[src/rtl/tt_um_mux_sweep_seq.sv]
// Stimulus/check sequencer for the 2:1 mux tile: sweeps {b,sel,a} over all eight patterns and
// compares ui_in[2] against sel ? b : a. Define MUX_SEQ_FIRST_FAIL_EN for first-fail capture on uio_out.
module tt_um_mux_sweep_seq #(
  parameter int SETTLE_W    = 4,
  parameter int SYNC_STAGES = 2
) (
  input  logic       clk,
  input  logic       rst_n,
  input  logic       ena,
  input  logic [7:0] ui_in,
  input  logic [7:0] uio_in,
  output logic [7:0] uo_out,
  output logic [7:0] uio_out,
  output logic [7:0] uio_oe
);

`ifdef MUX_SEQ_FIRST_FAIL_EN
  localparam int ERR_W = 4;
`else
  localparam int ERR_W = 8;
`endif

  // Handshake: none. start is a level input; only a synchronized 0->1 transition outside
  // a sweep starts one. Outputs are plain status levels sampled by the host at leisure.
  typedef enum logic [1:0] {
    IDLE   = 2'd0,
    SETTLE = 2'd1,
    CHECK  = 2'd2,
    DONE   = 2'd3
  } state_t;

  state_t                 state_q;
  logic [SYNC_STAGES-1:0] start_sync_q;
  logic [SYNC_STAGES-1:0] mode_sync_q;
  logic                   start_prev_q;
  logic [2:0]             vec_q;
  logic [SETTLE_W-1:0]    settle_n_q;
  logic [SETTLE_W-1:0]    cnt_q;
  logic [ERR_W-1:0]       err_q;
  logic [ERR_W-1:0]       err_d;
  logic                   busy_q;
  logic                   done_q;
  logic                   pass_q;
`ifdef MUX_SEQ_FIRST_FAIL_EN
  logic                   ff_valid_q;
  logic [2:0]             ff_vec_q;
`endif

  logic                   start_rise;
  logic                   mode_s;
  logic                   expected;
  logic                   mismatch;
  logic [SETTLE_W-1:0]    settle_in;
  logic                   unused_inputs;

  assign unused_inputs = ^{uio_in, ui_in[3]};

  assign settle_in  = ui_in[4 +: SETTLE_W];
  assign start_rise = start_sync_q[SYNC_STAGES-1] & ~start_prev_q;
  assign mode_s     = mode_sync_q[SYNC_STAGES-1];
  assign expected   = vec_q[1] ? vec_q[2] : vec_q[0];
  assign mismatch   = (state_q == CHECK) && (ui_in[2] != expected);

  always_comb begin
    err_d = err_q;
    if (mismatch && (err_q != {ERR_W{1'b1}})) begin
      err_d = err_q + ERR_W'(1);
    end
  end

  // Start synchronizer resets to all-ones so a start held high through reset never looks like an edge.
  always_ff @(posedge clk or negedge rst_n) begin
    if (!rst_n) begin
      state_q      <= IDLE;
      start_sync_q <= '1;
      mode_sync_q  <= '0;
      start_prev_q <= 1'b1;
      vec_q        <= 3'd0;
      settle_n_q   <= '0;
      cnt_q        <= '0;
      err_q        <= '0;
      busy_q       <= 1'b0;
      done_q       <= 1'b0;
      pass_q       <= 1'b0;
`ifdef MUX_SEQ_FIRST_FAIL_EN
      ff_valid_q   <= 1'b0;
      ff_vec_q     <= 3'd0;
`endif
    end else if (ena) begin
      start_sync_q <= {start_sync_q[SYNC_STAGES-2:0], ui_in[0]};
      mode_sync_q  <= {mode_sync_q[SYNC_STAGES-2:0], ui_in[1]};
      start_prev_q <= start_sync_q[SYNC_STAGES-1];
      case (state_q)
        IDLE, DONE: begin
          if (start_rise) begin
            state_q    <= SETTLE;
            vec_q      <= 3'd0;
            err_q      <= '0;
            settle_n_q <= settle_in;
            cnt_q      <= settle_in;
            busy_q     <= 1'b1;
            done_q     <= 1'b0;
            pass_q     <= 1'b0;
`ifdef MUX_SEQ_FIRST_FAIL_EN
            ff_valid_q <= 1'b0;
            ff_vec_q   <= 3'd0;
`endif
          end
        end
        SETTLE: begin
          if (cnt_q == '0) begin
            state_q <= CHECK;
          end else begin
            cnt_q <= cnt_q - SETTLE_W'(1);
          end
        end
        CHECK: begin
          err_q <= err_d;
`ifdef MUX_SEQ_FIRST_FAIL_EN
          if (mismatch && !ff_valid_q) begin
            ff_valid_q <= 1'b1;
            ff_vec_q   <= vec_q;
          end
`endif
          if (vec_q != 3'd7) begin
            vec_q   <= vec_q + 3'd1;
            cnt_q   <= settle_n_q;
            state_q <= SETTLE;
          end else if (mode_s) begin
            vec_q   <= 3'd0;
            cnt_q   <= settle_n_q;
            state_q <= SETTLE;
          end else begin
            state_q <= DONE;
            busy_q  <= 1'b0;
            done_q  <= 1'b1;
            pass_q  <= (err_d == '0);
          end
        end
        default: state_q <= IDLE;
      endcase
    end
  end

  assign uo_out = {2'b00, pass_q, done_q, busy_q, (busy_q ? vec_q : 3'b000)};
  assign uio_oe = 8'hFF;

`ifdef MUX_SEQ_FIRST_FAIL_EN
  assign uio_out = {ff_valid_q, ff_vec_q, err_q};
`else
  assign uio_out = err_q;
`endif

endmodule
[config.mk]
export PLATFORM = sky130hd
export DESIGN_NAME = tt_um_mux_sweep_seq
export DESIGN_NICKNAME = d
export VERILOG_FILES = /design/src/rtl/tt_um_mux_sweep_seq.sv
export SDC_FILE = /design/constraint.sdc
export NUM_CORES = 1
export LEC_CHECK = 0
export CAP_MARGIN = 10
export CORE_MARGIN = 2
export CORE_UTILIZATION = 45
export CTS_BUF_LIST = sky130_fd_sc_hd__clkbuf_8 sky130_fd_sc_hd__clkbuf_16
export CTS_CLUSTER_SIZE = 40
export DETAILED_ROUTE_END_ITERATION = 16
export GPL_TIMING_DRIVEN = 1
export PLACE_DENSITY = 0.78
export REMOVE_ABC_BUFFERS = 1
export SYNTH_ARGS = -nofsm -noshare
export SYNTH_HDL_FRONTEND = slang
export SYNTH_SLANG_ARGS = --single-unit
[constraint.sdc]
create_clock -name clk -period 2.25 [get_ports clk]
set_input_delay 0.45 -clock clk [delete_from_list [all_inputs] [get_ports clk]]
set_output_delay 0.45 -clock clk [all_outputs]
set_load 0.05 [all_outputs]
==> reports/metrics.cfg <==
[worst_setup_path]
reg2reg_to=pass_q
crit_chain=clkdlybuf4s50_1
critical_path_class=reg -> out
r2r_slack_ps=150
path_delay_family=buffers and inverters
critPathLaunchType=flip-flop
slowest_stage=clkdlybuf4s50_1
worstRegToRegCells=6
crit_required_ps=1800
cp.arrival_ps=1680
crit_path_max_fanout=12
worstSetupPathDepth=1
timing.rr.start=vec_q[1]
cp_slowest_stage_delay_ps=870
critPathCaptureType=primary output
path_buf_inv=1

[cts]
cts.sinks=29
cts-root-buf=clkbuf_8
cts_tree=built
clock_latency_ps=280
clk_pin_slew_ps=60
clockBufferDepth=2
cts_resized=0
cts_buffers=5
cts_htree_levels=2
postCtsHoldBufs=0
postCtsSetupBuffers=0

[placement]
gp_congestion=0.907
place_area_um2=2140
io_buffers=23
dp_hpwl_um=2720

[yosys]
synth-edff-count=0
ys_seq_area_share_pct=39.2
synth_seq_cells=29
synth_ff_type=dfrtp_1
synth_cells=207
synthArstFlopShare_pct=100
syn_area_per_cell_um2=8.99
yosys_warnings=0
synth.top_cell.area_share_pct=34.9
netlist_area_um2=1860
yosysTopAreaCell=dfrtp_1
synth.area.top_cells=dfrtp_1 (35%), mux2_2 (6.0%), ha_1 (5.4%)
ys_types=41

[min_path]
hold_end=done_q
holdCritStartpoint=done_q
hold_depth=1
holdCritPathClass=reg -> reg

[die]
die_w_um=68.3
die-height_um=68.3
coreArea_um2=4000
die-area_um2=4670
ios=43
rows=23
start_util_pct=46.5

[routing]
num_vias=1546
antenna_left=0
vias_per_cell=5.42
first_pass_iters=4
routedWlPerCell_um=13.0
routed_wl_um=3710
initialDrtViolationCount=122
drcViolationCount=0

[timing]
rsz0062_at_grt=no
finalSetupViolations=0
final_hold_viol_count=0
drv_slew=0
clock.fmax_mhz=469
max_slew_margin_pct=66.7
post-route-period-util_pct=94.7
finalCriticalPeriod_ps=2130
tightest_slew_ps=497
fin_skew_ps=5.26

[power_and_ir_drop]
p_int_mw=1.20
clock_power_share_pct=20.3
ir_drop_uv=573
switching_share_pct=39.4
p_sw_mw=0.782
leakagePower_nw=0.981
combPwrFrac_pct=43.2
power_mw=1.98
seqPwrFrac_pct=36.5
powerDensity_nw_per_um2=892

[global_routing]
antenna_found_initial=0
grt_pass1_vias=1447
grt_usage_pct=18.5
grt_max_degree=30
grt_pass1_wl_um=6380
overflow=0

[flow_run]
drv_cap=0

[run_status]
status=complete, no violations

[final_layout]
final_cell_mix=dfrtp_1 (26), clkdlybuf4s50_1 (23), nand2_1 (20), nor2_1 (15), buf_4 (13)
layout_commonest_cell=dfrtp_1
drive_gt1_share_pct=14.0
diodes=0
fin_nets=261
syn_to_final_growth_pct=19.4
fin_area_um2=2220

sequential cells by signal (all words and copies together) (netlist names), 2 cells and up:
register,cells
vec_q,3
uio_out,8
state_q,2
settle_n_q,4
mode_sync_q,2
cnt_q,4
start_sync_q,2
per-layer routing:
layer  part of all wire [%]  global-route usage [%]  up-vias
li1                       -                       -      762
met3                    5.1                    4.93        6
met1                     42                    20.9      731
met2                     52                    33.0       47
met5                      0                       0        -
met4                    1.2                    7.25        0
cell usage after synthesis, types with 4 or more instances:
library cell,number
nand3_1,5
inv_1,5
o21ai_1,10
clkbuf_1,10
dfrtp_1,26
o21ai_0,10
ha_1,8
and3_1,5
mux2_2,10
and2_1,4
buf_4,13
nand2_1,20
mux2i_1,7
nor3_1,5
a21oi_1,10
nor2_1,15
nand2b_1,5
a22oi_1,6
nand4_1,4
worst max-delay path by stage:
stage,from,to,slack [ps]
6_report,uio_out[4],uio_out[4],120
5_1_grt,vec_q[1],pass_q,20
4_1_cts,uio_out[4],uio_out[4],110
3_5_place_dp,ui_in[2],pass_q,-80
3_3_place_gp,ui_in[2],pass_q,-40
2_1_floorplan,state_q[0],uio_out[0],130
kinds of logic after synthesis:
| kind of cell | count (synthesis) | synth area share (%) |
|---|---|---|
| AND/OR/NAND/NOR | 72 | 19.4 |
| XOR/XNOR | 2 | 0.941 |
| AO/OA/AOI/OAI | 47 | 15.5 |
| other | 2 | 0.403 |
| adder cells (fa/ha/maj) | 8 | 5.38 |
| flip-flops | 29 | 39.2 |
| multiplexers | 18 | 10.6 |
| buffers and inverters | 29 | 8.53 |
metrics by stage:
step | setup TNS, ps | hold slack (ps) | worst slack, ps | instances | util (%)
finish | 0 | 487 | 120 | 285 | 55.6
global route | 0 | 508 | 20.6 | 285 | 55.6
CTS | 0 | 494 | 105 | 285 | 55.6
detailed placement | -83.7 | 480 | -83.7 | 277 | 53.6
global placement | -39.2 | 480 | -39.2 | 277 | 53.6
floorplan | 0 | 154 | 134 | 191 | -
power by group through the flow:
stage	sequential (mW)	combinational [mW]	clock (mW)
final	0.723	0.856	0.403
after global routing	0.736	0.969	0.438
after CTS	0.724	0.865	0.413
after detailed placement	0.732	0.862	0
after global placement	0.724	0.835	0
after floorplan	0.711	0.623	0
cell type report:
type	instances	area [µm²]
Inverter	5	18.8
Clock inverter	3	11.3
Multi-Input combinational cell	157	1000
Tap cell	50	62.6
Sequential cell	29	729
Timing Repair Buffer	36	328
Clock buffer	5	68.8
Fill cell	379	1780
(Power assumes the default switching activity.)
